File: src/rtl/int_issue_queue.sv
// Age-ordered integer reservation station: entries shift toward index 0 on issue,
// operands wake up from the CDB, and the oldest ready entry drives the ALU port.
module int_issue_queue #(
    parameter int DEPTH = 4
) (
    input  logic        clk,
    input  logic        rst,
    input  logic        en_int_dispatch,
    input  logic [31:0] disp_rs1_data,
    input  logic [31:0] disp_rs2_data,
    input  logic        disp_rs1_data_valid,
    input  logic        disp_rs2_data_valid,
    input  logic [5:0]  disp_rs1_tag,
    input  logic [5:0]  disp_rs2_tag,
    input  logic [5:0]  disp_rd_tag,
    input  logic [6:0]  disp_opcode,
    input  logic [2:0]  disp_func3,
    input  logic [6:0]  disp_func7,
    input  logic        cdb_valid,
    input  logic [5:0]  cdb_tag,
    input  logic [31:0] cdb_data,
    input  logic        flush,
    input  logic        issue_ready,
    output logic        issue_valid,
    output logic [31:0] issue_rs1_data,
    output logic [31:0] issue_rs2_data,
    output logic [5:0]  issue_rd_tag,
    output logic [6:0]  issue_opcode,
    output logic [2:0]  issue_func3,
    output logic [6:0]  issue_func7,
    output logic        queue_full,
    output logic        queue_empty
);
    localparam int CW = $clog2(DEPTH + 1);
    localparam int IW = $clog2(DEPTH);

    typedef struct packed {
        logic        vld;
        logic [31:0] rs1_data;
        logic        rs1_valid;
        logic [5:0]  rs1_tag;
        logic [31:0] rs2_data;
        logic        rs2_valid;
        logic [5:0]  rs2_tag;
        logic [5:0]  rd_tag;
        logic [6:0]  opcode;
        logic [2:0]  func3;
        logic [6:0]  func7;
    } entry_t;

    entry_t          entry_reg [DEPTH];
    entry_t          entry_next[DEPTH];
    entry_t          shifted   [DEPTH];
    entry_t          incoming;
    entry_t          sel_entry;
    logic [CW-1:0]   count_reg;
    logic [CW-1:0]   count_next;
    logic [CW-1:0]   count_after;
    logic [DEPTH-1:0] ready;
    logic [IW-1:0]   sel_idx;
    logic            issue_fire;
    logic            do_enq;

    genvar gi;
    generate
        for (gi = 0; gi < DEPTH; gi++) begin : g_ready
            assign ready[gi] = entry_reg[gi].vld && entry_reg[gi].rs1_valid && entry_reg[gi].rs2_valid;
        end
    endgenerate

    // Reverse scan so the lowest (oldest) ready index wins.
    always_comb begin
        sel_idx = '0;
        for (int i = DEPTH - 1; i >= 0; i--) begin
            if (ready[i]) sel_idx = IW'(i);
        end
    end

    assign issue_valid = |ready;
    assign issue_fire  = issue_valid && issue_ready;
    assign sel_entry   = entry_reg[sel_idx];

    assign issue_rs1_data = issue_valid ? sel_entry.rs1_data : '0;
    assign issue_rs2_data = issue_valid ? sel_entry.rs2_data : '0;
    assign issue_rd_tag   = issue_valid ? sel_entry.rd_tag   : '0;
    assign issue_opcode   = issue_valid ? sel_entry.opcode   : '0;
    assign issue_func3    = issue_valid ? sel_entry.func3    : '0;
    assign issue_func7    = issue_valid ? sel_entry.func7    : '0;

    assign queue_full  = (count_reg == CW'(DEPTH));
    assign queue_empty = (count_reg == '0);

    // Dispatched operands capture a same-cycle CDB broadcast on the way in.
    always_comb begin
        incoming.vld       = 1'b1;
        incoming.rs1_data  = disp_rs1_data;
        incoming.rs1_valid = disp_rs1_data_valid;
        incoming.rs1_tag   = disp_rs1_tag;
        incoming.rs2_data  = disp_rs2_data;
        incoming.rs2_valid = disp_rs2_data_valid;
        incoming.rs2_tag   = disp_rs2_tag;
        incoming.rd_tag    = disp_rd_tag;
        incoming.opcode    = disp_opcode;
        incoming.func3     = disp_func3;
        incoming.func7     = disp_func7;
        if (cdb_valid && !disp_rs1_data_valid && disp_rs1_tag == cdb_tag) begin
            incoming.rs1_data  = cdb_data;
            incoming.rs1_valid = 1'b1;
        end
        if (cdb_valid && !disp_rs2_data_valid && disp_rs2_tag == cdb_tag) begin
            incoming.rs2_data  = cdb_data;
            incoming.rs2_valid = 1'b1;
        end
    end

    // Shift first, then wake up, then append: a moving entry keeps its CDB capture.
    always_comb begin
        for (int i = 0; i < DEPTH; i++) shifted[i] = entry_reg[i];
        for (int i = 0; i < DEPTH - 1; i++) begin
            if (issue_fire && IW'(i) >= sel_idx) shifted[i] = entry_reg[i + 1];
        end
        if (issue_fire) shifted[DEPTH - 1] = '0;

        count_after = count_reg - CW'(issue_fire);
        do_enq      = en_int_dispatch && !queue_full;
        count_next  = count_after + CW'(do_enq);

        for (int i = 0; i < DEPTH; i++) begin
            entry_next[i] = shifted[i];
            if (shifted[i].vld && cdb_valid && !shifted[i].rs1_valid && shifted[i].rs1_tag == cdb_tag) begin
                entry_next[i].rs1_data  = cdb_data;
                entry_next[i].rs1_valid = 1'b1;
            end
            if (shifted[i].vld && cdb_valid && !shifted[i].rs2_valid && shifted[i].rs2_tag == cdb_tag) begin
                entry_next[i].rs2_data  = cdb_data;
                entry_next[i].rs2_valid = 1'b1;
            end
            if (do_enq && count_after == CW'(i)) entry_next[i] = incoming;
        end
    end

    always_ff @(posedge clk) begin
        if (rst || flush) begin
            count_reg <= '0;
            for (int i = 0; i < DEPTH; i++) entry_reg[i] <= '0;
        end else begin
            count_reg <= count_next;
            for (int i = 0; i < DEPTH; i++) entry_reg[i] <= entry_next[i];
        end
    end
endmodule

File: config.mk
export PLATFORM = sky130hd
export DESIGN_NAME = int_issue_queue
export DESIGN_NICKNAME = d
export VERILOG_FILES = /design/src/rtl/int_issue_queue.sv
export SDC_FILE = /design/constraint.sdc
export NUM_CORES = 2
export LEC_CHECK = 0
export ABC_AREA = 1
export BUFFER_PORTS_ARGS = -buffer_cell sky130_fd_sc_hd__buf_2
export CORE_MARGIN = 1.5
export CORE_UTILIZATION = 45
export CTS_CLUSTER_DIAMETER = 200
export DETAILED_ROUTE_END_ITERATION = 16
export PLACE_DENSITY = 0.71
export SYNTH_ARGS = -nofsm -noshare
export SYNTH_HDL_FRONTEND = slang
export SYNTH_SLANG_ARGS = --single-unit
File: constraint.sdc
create_clock -name clk -period 3.3 [get_ports clk]
set_input_delay 0.66 -clock clk [delete_from_list [all_inputs] [get_ports clk]]
set_output_delay 0.66 -clock clk [all_outputs]
set_load 0.05 [all_outputs]
==> results_dict.tcl <==
set metrics [dict create \
    min_path_type "in2reg" \
    syn_nets 4543 \
    wl_mm 107.3 \
    max_cap_viol_count 0 \
    min_delay_path_depth 3 \
    p_per_area_mw_per_mm2 388.6 \
    largest_register_ffs 408 \
    synth_area_per_cell_um2 5.998 \
    synth_edf_count 0 \
    ant_nets 0 \
    status "finished with violations" \
    synth_area_mm2 0.02635 \
    hold_viol 0 \
    dr.pass1.iters 7 \
    post-place-ws_ns 0.08667 \
    drv_slew 0 \
    post-route-period-util 1.004 \
    cp.arrival_ns 2.65 \
    clk_pin_slew_worst_paths_ns 0.07 \
    required_ns 2.64 \
    dp.cells 5167 \
    layout-drive-gt1-share 0.1246 \
    grt_pass1_vias 27870 \
    r2r_end "entry_reg[1][55]$_SDFFE_PP0P_" \
    r2r_slack_ns 0.18 \
    num_io_pins 235 \
    htree_levels 2 \
    critical_path_class "reg2out" \
    io_buffer_count 234 \
    worst_pin_slew_ns 1.188 \
    ctsRootBufferMaster "clkbuf_16" \
    cts_made_buffers 47 \
    grt_use_total 0.3448 \
    multiInputGateArea_mm2 0.01527 \
    hold_end "entry_reg[1][1]$_SDFFE_PP0P_" \
    ff_latch_area_mm2 0.008235 \
    rsz0062_at_grt "yes" \
    rr_startpoint "entry_reg[1][29]$_SDFF_PP0_" \
    failed_checks "setup timing" \
    relSlewSlack 0.2080 \
    cpPeakStageDelay_ns 0.38 \
    min_from "disp_func7[1]" \
    antenna_found_initial 9 \
    cp-end-kind "output port" \
    die-height_um 245 \
    area_delta_synth_final_pct 16.60 \
    fin_skew_ns 0.03173 \
    synth_common_cells "nand2_1 (852), o21ai_0 (610), a21oi_1 (585)" \
    viasPerCell 5.894 \
    dr_total_vias 31030 \
    ir_worst_vdd_uv 345.3 \
    fin_cells 5264 \
    startpoint_type "register" \
    yosysSeqAreaShare 0.3122 \
    die_w_um 245 \
    grt_pass1_wl_mm 163.7 \
    cts_tree "yes" \
    grt_overflow 0 \
    placementRows 88 \
    clockBufferDepth 3 \
    nets 4607 \
    synth_area_leaders "dfxtp_1 (31%), nand2_1 (12%), o21ai_0 (12%), a21oi_1 (11%), nand3_1 (7.7%)" \
    stdcell_area_mm2 0.03073 \
    initial_core_util 0.4559 \
    fill_cells 5816 \
    max_freq_mhz 301.9 \
    cts_hold_buf 0 \
    grt_max_degree 224 \
    ys_ff_latch 411 \
    drc 0 \
    ys.flop_type "dfxtp_1" \
    crit_slowest_cell "dfxtp_1" \
    globalplace.congestion 0.9605 \
    drt_iter0_drc 4456 \
    final_util 0.5316 \
    post_drt_wl_per_cell_um 20.38 \
    synth_top_cell_by_area "dfxtp_1" \
    hpwlAfterDp_mm 67.82 \
    holdWs_ns 0.3194 \
    rr_worst_depth 17 \
    setup_viol 1 \
    dpl_cell_area_mm2 0.02856 \
    core_region_area_mm2 0.05781 \
    clkLatencyLatePin_ns 0.62 \
    die_area_mm2 0.06003 \
    synth_warnings 0 \
    syn_inst 4394 \
    synth-async-reset-ratio 0 \
    layout_setup_ws_ns -0.01251 \
    cp_cell_sequence "nand3_1, o21ai_4, nand2_4, inv_4, buf_12, nor2_1, nor2_1, o21ai_0, a21oi_2, buf_4" \
    min_period_ns 3.313 \
    yosysUniqueCellTypes 45 \
    synth.top_cell.area_share 0.3122 \
    numClockSinks 411 \
    leakagePower_nw 12.93 \
    worst_path_most_repeated_cell "nor2_1" \
    yosysMostFrequentCell "nand2_1" \
    critPathMaxFanout 32 \
]
## per-stage QoR
stage	TNS [ns]	power, mW
after floorplan	0	5.830
after global placement	0	6.343
after detailed placement	0	6.347
after CTS	-0.03476	11.89
after global routing	-0.04344	12.23
final	-0.01251	11.94
## worst max path at each step
stage,from,end,depth (start not counted)
6_report,entry_reg[1][29]$_SDFF_PP0_,issue_rs1_data[30],10
3_5_place_dp,issue_ready,entry_reg[2][36]$_SDFFE_PP0P_,14
2_1_floorplan,entry_reg[3][29]$_SDFF_PP0_,issue_func7[4],10
4_1_cts,entry_reg[0][29]$_SDFF_PP0_,issue_rs2_data[2],8
3_3_place_gp,issue_ready,entry_reg[0][47]$_SDFFE_PP0P_,15
5_1_grt,entry_reg[2][29]$_SDFF_PP0_,issue_rs1_data[5],10
## kinds of logic (layout without fill, tap and decap cells)
logic type,Yosys count,count (layout),share of synthesized area
compound gates,1393,1393,0.2752
xor+xnor,27,27,0.008973
fa+ha+maj,4,4,0.001899
buf+inv,764,862,0.1168
flops,411,411,0.3122
other cells,0,6,0
simple gates,1795,1796,0.2850
## worst max-delay path, delay by kind of cell, from the launching register on
kind	cells	cell delay, ns
compound gates	3	0.59
buf+inv	3	0.59
simple gates	4	0.47
flops	1	0.38
## per-layer routing
metal / GRT usage / vias up / wire length [um]
met5: 0 / - / 35
met4: 0.1707 / 6 / 5219
met3: 0.07796 / 327 / 13350
met2: 0.5016 / 2008 / 45220
met1: 0.4767 / 14010 / 43440
li1: - / 14670 / -
## placed cells by master, fill, tap and decap left out, types with 7 or more instances in the layout
cell       synthesis  final
o221ai_1          23     23
nor3_1            10     10
inv_1            384    379
buf_4              4    141
nor2_2            10      7
clkbuf_16          0     48
clkinv_2           0      8
nor2_4             7     15
clkbuf_8           0     13
o22ai_1           35     35
nand2_2           12     14
clkbuf_4           0     10
o211ai_1          36     36
a21oi_2            0     21
inv_2             13     12
o21ai_0          610    603
a21oi_1          585    564
a211oi_1           8      8
buf_12             0     42
nand2_1          852    845
xor2_1            27     27
nor2_1           466    462
o21ai_1           79     85
buf_6             17     12
dfxtp_1          411    405
nand3_1          407    405
buf_2             43    164
nand2_4            2      7
clkbuf_1         257     10
## repair_timing
action                                  4_1_cts  5_1_grt
gates resized for setup                      80       71
endpoints found under the setup margin       87      140
setup buffers                                 3        0
pin swaps                                     8       21
cloned                                        2        2
## final cells by class
type                    instances  area share
well taps                     765     0.03115
clock buffers                  70     0.04532
clock inverters                14    0.007655
multi-input cells            3220      0.4969
flip-flops and latches        411      0.2680
diodes                          6   0.0004886
repair buffers                377      0.1008
inverters                     401     0.04964
## report_power, final
group | switching, mW | internal, mW
registers | 0.0380 | 5.04
clock network | 2.33 | 3.31
logic | 0.869 | 0.347
No activity file was read; power rests on OpenSTA's default activity.
